==> src/rtl/fetch_stage.sv <==
// MIPS instruction-fetch stage with IF/ID pipeline latch and a one-entry skid buffer.
// Define FETCH_PERF_CNT_EN to add the fetchCount/stallCount performance counters.
module fetch_stage #(
   parameter logic [31:0] RESET_PC = 32'h0000_0000
) (
   input  logic        clk,
   input  logic        reset,
   input  logic        stall,
   input  logic        PCSrc,
   input  logic [31:0] branchTarget,
   output logic        imem_req,
   output logic [31:0] imem_addr,
   input  logic        imem_ready,
   input  logic [31:0] imem_rdata,
   output logic [31:0] pcOut,
   output logic [31:0] instruction,
   output logic        instrValid,
   output logic [31:0] ifPc
`ifdef FETCH_PERF_CNT_EN
   ,
   output logic [31:0] fetchCount,
   output logic [31:0] stallCount
`endif
);

   typedef enum logic [1:0] {
      S_IDLE,
      S_REQ,
      S_HOLD
   } state_e;

   state_e      state_q, state_d;
   logic [31:0] pc_q, pc_d;
   logic        redir_pending_q, redir_pending_d;
   logic [31:0] redir_target_q, redir_target_d;
   logic [31:0] skid_pc_q, skid_pc_d;
   logic [31:0] skid_instr_q, skid_instr_d;
   logic [31:0] if_pc_q, if_pc_d;
   logic [31:0] if_instr_q, if_instr_d;
   logic        if_valid_q, if_valid_d;

   logic        deliver;
   logic [31:0] deliver_pc;
   logic [31:0] deliver_instr;
   logic [31:0] pc_plus4;

   assign pc_plus4 = pc_q + 32'd4;

   always_comb begin
      // NOTE: every signal gets a default first so no path through the case infers a latch.
      state_d         = state_q;
      pc_d            = pc_q;
      redir_pending_d = redir_pending_q;
      redir_target_d  = redir_target_q;
      skid_pc_d       = skid_pc_q;
      skid_instr_d    = skid_instr_q;
      if_pc_d         = if_pc_q;
      if_instr_d      = if_instr_q;
      if_valid_d      = if_valid_q;
      deliver         = 1'b0;
      deliver_pc      = pc_plus4;
      deliver_instr   = imem_rdata;

      case (state_q)
         S_IDLE: begin
            state_d = S_REQ;
            if (PCSrc) pc_d = branchTarget;
         end
         S_REQ: begin
            if (imem_ready) begin
               // A response for a redirected stream is stale: drop it and refetch.
               if (PCSrc || redir_pending_q) begin
                  pc_d            = PCSrc ? branchTarget : redir_target_q;
                  redir_pending_d = 1'b0;
               end else if (!stall) begin
                  deliver = 1'b1;
                  pc_d    = pc_plus4;
               end else begin
                  skid_pc_d    = pc_plus4;
                  skid_instr_d = imem_rdata;
                  pc_d         = pc_plus4;
                  state_d      = S_HOLD;
               end
            end else if (PCSrc) begin
               redir_pending_d = 1'b1;
               redir_target_d  = branchTarget;
            end
         end
         S_HOLD: begin
            if (PCSrc) begin
               pc_d    = branchTarget;
               state_d = S_REQ;
            end else if (!stall) begin
               deliver       = 1'b1;
               deliver_pc    = skid_pc_q;
               deliver_instr = skid_instr_q;
               state_d       = S_REQ;
            end
         end
         default: state_d = S_IDLE;
      endcase

      // Flush keeps pcOut; a bubble or flush always presents a nop.
      if (PCSrc) begin
         if_valid_d = 1'b0;
         if_instr_d = 32'h0;
      end else if (!stall) begin
         if (deliver) begin
            if_pc_d    = deliver_pc;
            if_instr_d = deliver_instr;
            if_valid_d = 1'b1;
         end else begin
            if_valid_d = 1'b0;
            if_instr_d = 32'h0;
         end
      end
   end

   // NOTE: sequential state uses non-blocking assignments so all registers update together.
   always_ff @(posedge clk) begin
      if (reset) begin
         state_q         <= S_IDLE;
         pc_q            <= RESET_PC;
         redir_pending_q <= 1'b0;
         redir_target_q  <= 32'h0;
         skid_pc_q       <= 32'h0;
         skid_instr_q    <= 32'h0;
         if_pc_q         <= 32'h0;
         if_instr_q      <= 32'h0;
         if_valid_q      <= 1'b0;
      end else begin
         state_q         <= state_d;
         pc_q            <= pc_d;
         redir_pending_q <= redir_pending_d;
         redir_target_q  <= redir_target_d;
         skid_pc_q       <= skid_pc_d;
         skid_instr_q    <= skid_instr_d;
         if_pc_q         <= if_pc_d;
         if_instr_q      <= if_instr_d;
         if_valid_q      <= if_valid_d;
      end
   end

   assign imem_req    = (state_q == S_REQ);
   assign imem_addr   = pc_q;
   assign ifPc        = pc_q;
   assign pcOut       = if_pc_q;
   assign instruction = if_instr_q;
   assign instrValid  = if_valid_q;

`ifdef FETCH_PERF_CNT_EN
   logic [31:0] fetch_cnt_q;
   logic [31:0] stall_cnt_q;

   always_ff @(posedge clk) begin
      if (reset) begin
         fetch_cnt_q <= 32'h0;
         stall_cnt_q <= 32'h0;
      end else begin
         if (deliver)                fetch_cnt_q <= fetch_cnt_q + 32'd1;
         if (stall && if_valid_q)    stall_cnt_q <= stall_cnt_q + 32'd1;
      end
   end

   assign fetchCount = fetch_cnt_q;
   assign stallCount = stall_cnt_q;
`endif

endmodule

==> config.mk <==
export PLATFORM = sky130hd
export DESIGN_NAME = fetch_stage
export DESIGN_NICKNAME = d
export VERILOG_FILES = /design/src/rtl/fetch_stage.sv
export SDC_FILE = /design/constraint.sdc
export NUM_CORES = 1
export LEC_CHECK = 0
export BUFFER_PORTS_ARGS = -buffer_cell sky130_fd_sc_hd__buf_2
export CAP_MARGIN = 20
export CORE_MARGIN = 5
export CORE_UTILIZATION = 49
export DETAILED_ROUTE_END_ITERATION = 16
export PLACE_DENSITY = 0.76
export SKIP_CTS_REPAIR_TIMING = 1
export SYNTH_ARGS = -nofsm -noshare
export SYNTH_HDL_FRONTEND = slang
export SYNTH_SLANG_ARGS = --single-unit
==> constraint.sdc <==
create_clock -name clk -period 2.1 [get_ports clk]
set_input_delay 0.315 -clock clk [delete_from_list [all_inputs] [get_ports clk]]
set_output_delay 0.315 -clock clk [all_outputs]
set_load 0.03 [all_outputs]
# Word level (Yosys, flattened, before mapping)

Cells that the tools add are included.

Flip-flop bits (word level): 196
Input port bits: 69
Output and inout bits: 130
Word-level logic and storage cells: 57

Add/sub/neg operators: 1
Equal/unequal tests: 8
Multiplexer cells: 23
Bitwise logic cells: 4
Reductions and logical operators: 12

Operators with widths:

| kind                    | count |
|---|---|
| $mux W32                | 7 |
| $pmux W32 S2            | 1 |
| $add A32 B3 Y32 const B | 1 |
| $mux W2                 | 5 |
| $reduce_and A3 Y1       | 3 |
| $mux W1                 | 8 |
| $reduce_and A4 Y1       | 2 |
| $ne A2 B1 Y1 const B    | 3 |
| $pmux W2 S3             | 1 |
| $ne A2 B2 Y1 const B    | 2 |
| $not A1 Y1              | 4 |
| $reduce_bool A2 Y1      | 2 |
| $reduce_or A2 Y1        | 2 |
| $ne A3 B3 Y1 const B    | 1 |
| $eq A2 B1 Y1 const B    | 1 |
| $eq A2 B2 Y1 const B    | 1 |
| $logic_not A2 Y1        | 1 |
| $pmux W1 S2             | 1 |
| $reduce_and A2 Y1       | 1 |
| $logic_or A1 B1 Y1      | 1 |

# Depth between registers and ports, before layout

Depth in word-level cells: 5
Mapped depth: 10

# Least setup slack after synthesis

Ideal clock, no wire load.

Path type: flip-flop to flip-flop
From: register state_q[0]
To: register if_pc_q[10], in the netlist pcOut[10]
Library setup time: 0.060 ns
Arrival time: 2.155 ns
Data required time: 2.040 ns
Path slack: -0.114 ns
Stages on the path, launching flop included: 9
Clock period less this slack: 2.214 ns
Path through: dfxtp_1 ha_1 clkbuf_1 nand3b_1 a21bo_2 clkbuf_1 buf_2 a2111o_1 nand2_1

Word-level cells in the longest chain between the ends: 3
Elaborated cells between the ends (all ways): 5

Ends and longest elaborated chain:

| what                        | line | text |
|---|---|---|
| start: declaration          | 32   | `state_e state_q, state_d;` |
| start signal: assignment    | 132  | `state_q <= state_d;` |
| $eq A2 B1 Y1                | -    |  |
| net imem_req                | 11   | `output logic imem_req,` |
| $pmux W1 S2                 | 64   | `case (state_q)` |
| $reduce_and A3 Y1 (no line) | -    |  |
| end signal: assignment      | 138  | `if_pc_q <= if_pc_d;` |
| end: declaration            | 38   | `logic [31:0] if_pc_q, if_pc_d;` |

The timed path passes the listed nets, and every way through them passes these cells.
A chain may end at the register's enable or synchronous reset.

# Worst setup path after layout

From: register state_q[0]
To: register pc_q[13], in the netlist ifPc[13]

Word-level cells in the longest chain between the ends: 4
Elaborated cells between the ends (all ways): 9

Ends and longest elaborated chain:

| what                                                         | line | text |
|---|---|---|
| $eq A2 B2 Y1 or $logic_not A2 Y1 (tied branches)             | 64   |  |
| $reduce_or A2 Y1 (no line)                                   | -    |  |
| $ne A2 B1 Y1 (no line) or $reduce_bool A2 Y1 (tied branches) | -    |  |
| $reduce_and A3 Y1 (no line)                                  | -    |  |
| end signal: assignment                                       | 133  | `pc_q <= pc_d;` |
| end: declaration                                             | 33   | `logic [31:0] pc_q, pc_d;` |

Several ways; a longest one is shown, not always the timed one.

==> reports/metrics.cfg <==
[synthesis]
synth-async-reset-ratio_pct=0
syn_inst=1162
synth_area_leaders=dfxtp_1, a21oi_1, nand2_1
synth_area_leader_cell=dfxtp_1
synth_area_um2=9120
synth_ff_type=dfxtp_1
synth_warnings=0
ys_ff_latch=196
synth_top_area_share_pct=43.0
synth_edf_count=0
syn_area_per_cell_um2=7.85
ys_types=67
ys_seq_area_share_pct=43.0
synth.net_count=1235

[clock_tree]
cts_tree=yes
cts-htree-levels=4
cts-root-buf=clkbuf_16
clkTransAtPathRegs_ns=0.08
numCtsBuffers=17
cts.path.max_buffers=2
insertion_delay_ns=0.44
clock_sinks=196

[cells_and_area]
layout_common_cells=buf_2, nand2_1, dfxtp_1
regArea_um2=3940
insertedDiodeCount=0
final_layout_size_suffix_gt1_share_pct=27.3
final_cells=1575
area_delta_synth_final_pct=24.0
final_common_cell=buf_2
final_util_pct=62.3
fin_nets=1406
n_fill_cell=1531
multiInputGateArea_um2=4660

[worst_hold_path]
hold_end=skid_instr_q[25]
min_from=imem_rdata[25]
holdPathStages=3
hp-class=in2reg

[die]
row_count=49
start_util_pct=50.3
boundaryPins=199
fp.dieW_um=146
dieArea_um2=21400
core_area_um2=18100
dieHeight_um=146

[grt]
overflow=0
track_usage_pct=24.6
grt_max_degree=106
grt_antenna_before_repair=1
first_global_vias=8380
grt_pass1_wl_um=43800

[sta]
rsz0062_at_grt=yes
hold_ws_ns=0.114
drv_slew=0
fin_skew_ns=0.0131
setup-violations-final=0
finalCritPeriodShare_pct=98.2
relSlewSlack_pct=64.7
clock.fmax_mhz=485
hold_viol_final=0
worstMarginPinSlew_ns=0.527
layout_min_cycle_time_ns=2.06

[pwr]
power_mw=9.22
ir_drop_uv=591
p_leak_nw=4.55
powerDensity_nw_per_um2=815

[setup_path]
end_kind=register
ff2ff_setup_slack_ns=0.04
r2r_cells=8
crit_fanout=15
r2r_end=ifPc[13]
r2r-start=state_q[0]
critPathLaunchType=register
criticalPathCategory=reg2reg
crit_arrival_ns=2.37
cp.required_ns=2.41

[detailed_routing]
drt_iter0_drc=629
dr.pass1.iters=5
wl_per_cell_um=17.1
vias=9041
drc_errors=0
top_layer=met4
routed-wl-met3_um=2140
wl_met2_um=12800
viasPerCell=5.74
drt-met1-wl_um=11200
ant_nets=0
drt_wl_total_um=27000

[place]
gp_congestion=0.890
io_buffers=198
dp_hpwl_um=18800
placedCellCount=1541

[status]
status=completed

[job]
max_cap_viol_count=0

-- metal layers --
metal / global-route usage [%] / vias to the layer above
met4: 9.03 / 0
li1: - / 4364
met1: 32.5 / 4229
met2: 39.3 / 392
met3: 5.79 / 56
met5: 0 / -
-- worst max path at each step --
stage	start	end	slack, ns
floorplan	ifPc[12]	ifPc[17]	0.003
global placement	state_q[1]	ifPc[17]	-0.006
detailed placement	state_q[1]	ifPc[17]	-0.07
CTS	ifPc[8]	pcOut[15]	-0.09
global route	state_q[0]	ifPc[16]	-0.02
finish	state_q[0]	ifPc[13]	0.04
-- worst max-delay path, stage by stage (launching register included) --
cell and delay [ns]:
dfxtp_2 0.33, inv_1 0.07, ha_4 0.17, buf_4 0.16
or3_1 0.40, buf_4 0.22, a221o_1 0.36, a22oi_1 0.18
nor2_1 0.05
-- cell families (layout without fill, tap and decap cells) --
logic type	after synthesis	count (layout)	synth area share, %
buffers and inverters	145	329	7.56
adder cells (fa/ha/maj)	4	4	0.549
XOR/XNOR	23	23	2.21
AO/OA/AOI/OAI	311	311	20.3
multiplexers	40	40	4.40
AND/OR/NAND/NOR	443	443	22.0
flip-flops	196	196	43.0
-- power breakdown --
group	internal, mW	total, mW	switching (mW)	leakage (nW)
sequential	3.87	4.01	0.141	1.59
combinational	0.630	1.83	1.20	2.66
clock	1.65	3.37	1.72	0.302
total	6.15	9.22	3.07	4.55
-- synth_stat cells (7+ instances only) --
cell      number
buf_2          7
inv_1         16
buf_4         34
clkbuf_1      79
xnor2_1       11
mux2i_1       39
nand4_1       10
and3_1        24
nand2_1      193
xor2_1        12
a211oi_1      17
a21oi_1      170
nor3_1        24
nand3_1       31
nor2_1       116
a31oi_1       15
o21ai_0       42
o211ai_1      10
o22ai_1        8
nand2b_1       8
dfxtp_1      196
-- final cells by class --
| cell class | count | share of cell area [%] |
|---|---|---|
| multi-input cells | 821 | 41.2 |
| clock buffers | 17 | 3.76 |
| repair buffers | 279 | 15.3 |
| inverters | 18 | 0.631 |
| flip-flops and latches | 196 | 34.8 |
| well taps | 229 | 2.53 |
| clock inverters | 15 | 1.80 |
-- flip-flops by register name, indices dropped and copies added, names as in the netlist --
name	flops
ifPc	32
instruction	32
pcOut	32
redir_target_q	32
skid_instr_q	32
skid_pc_q	32
state_q	2
instrValid	1
redir_pending_q	1
-- stage by stage --
stage	area, um^2	worst slack, ns	TNS (ns)
3_5_place_dp	10500	-0.0654	-0.380
6_report	11300	0.0383	0
2_1_floorplan	9150	0.00341	0
4_1_cts	11200	-0.0877	-0.739
3_3_place_gp	10500	-0.00640	-0.0120
5_1_grt	11300	-0.0180	-0.0656
Power figures use the tool's default switching activity.
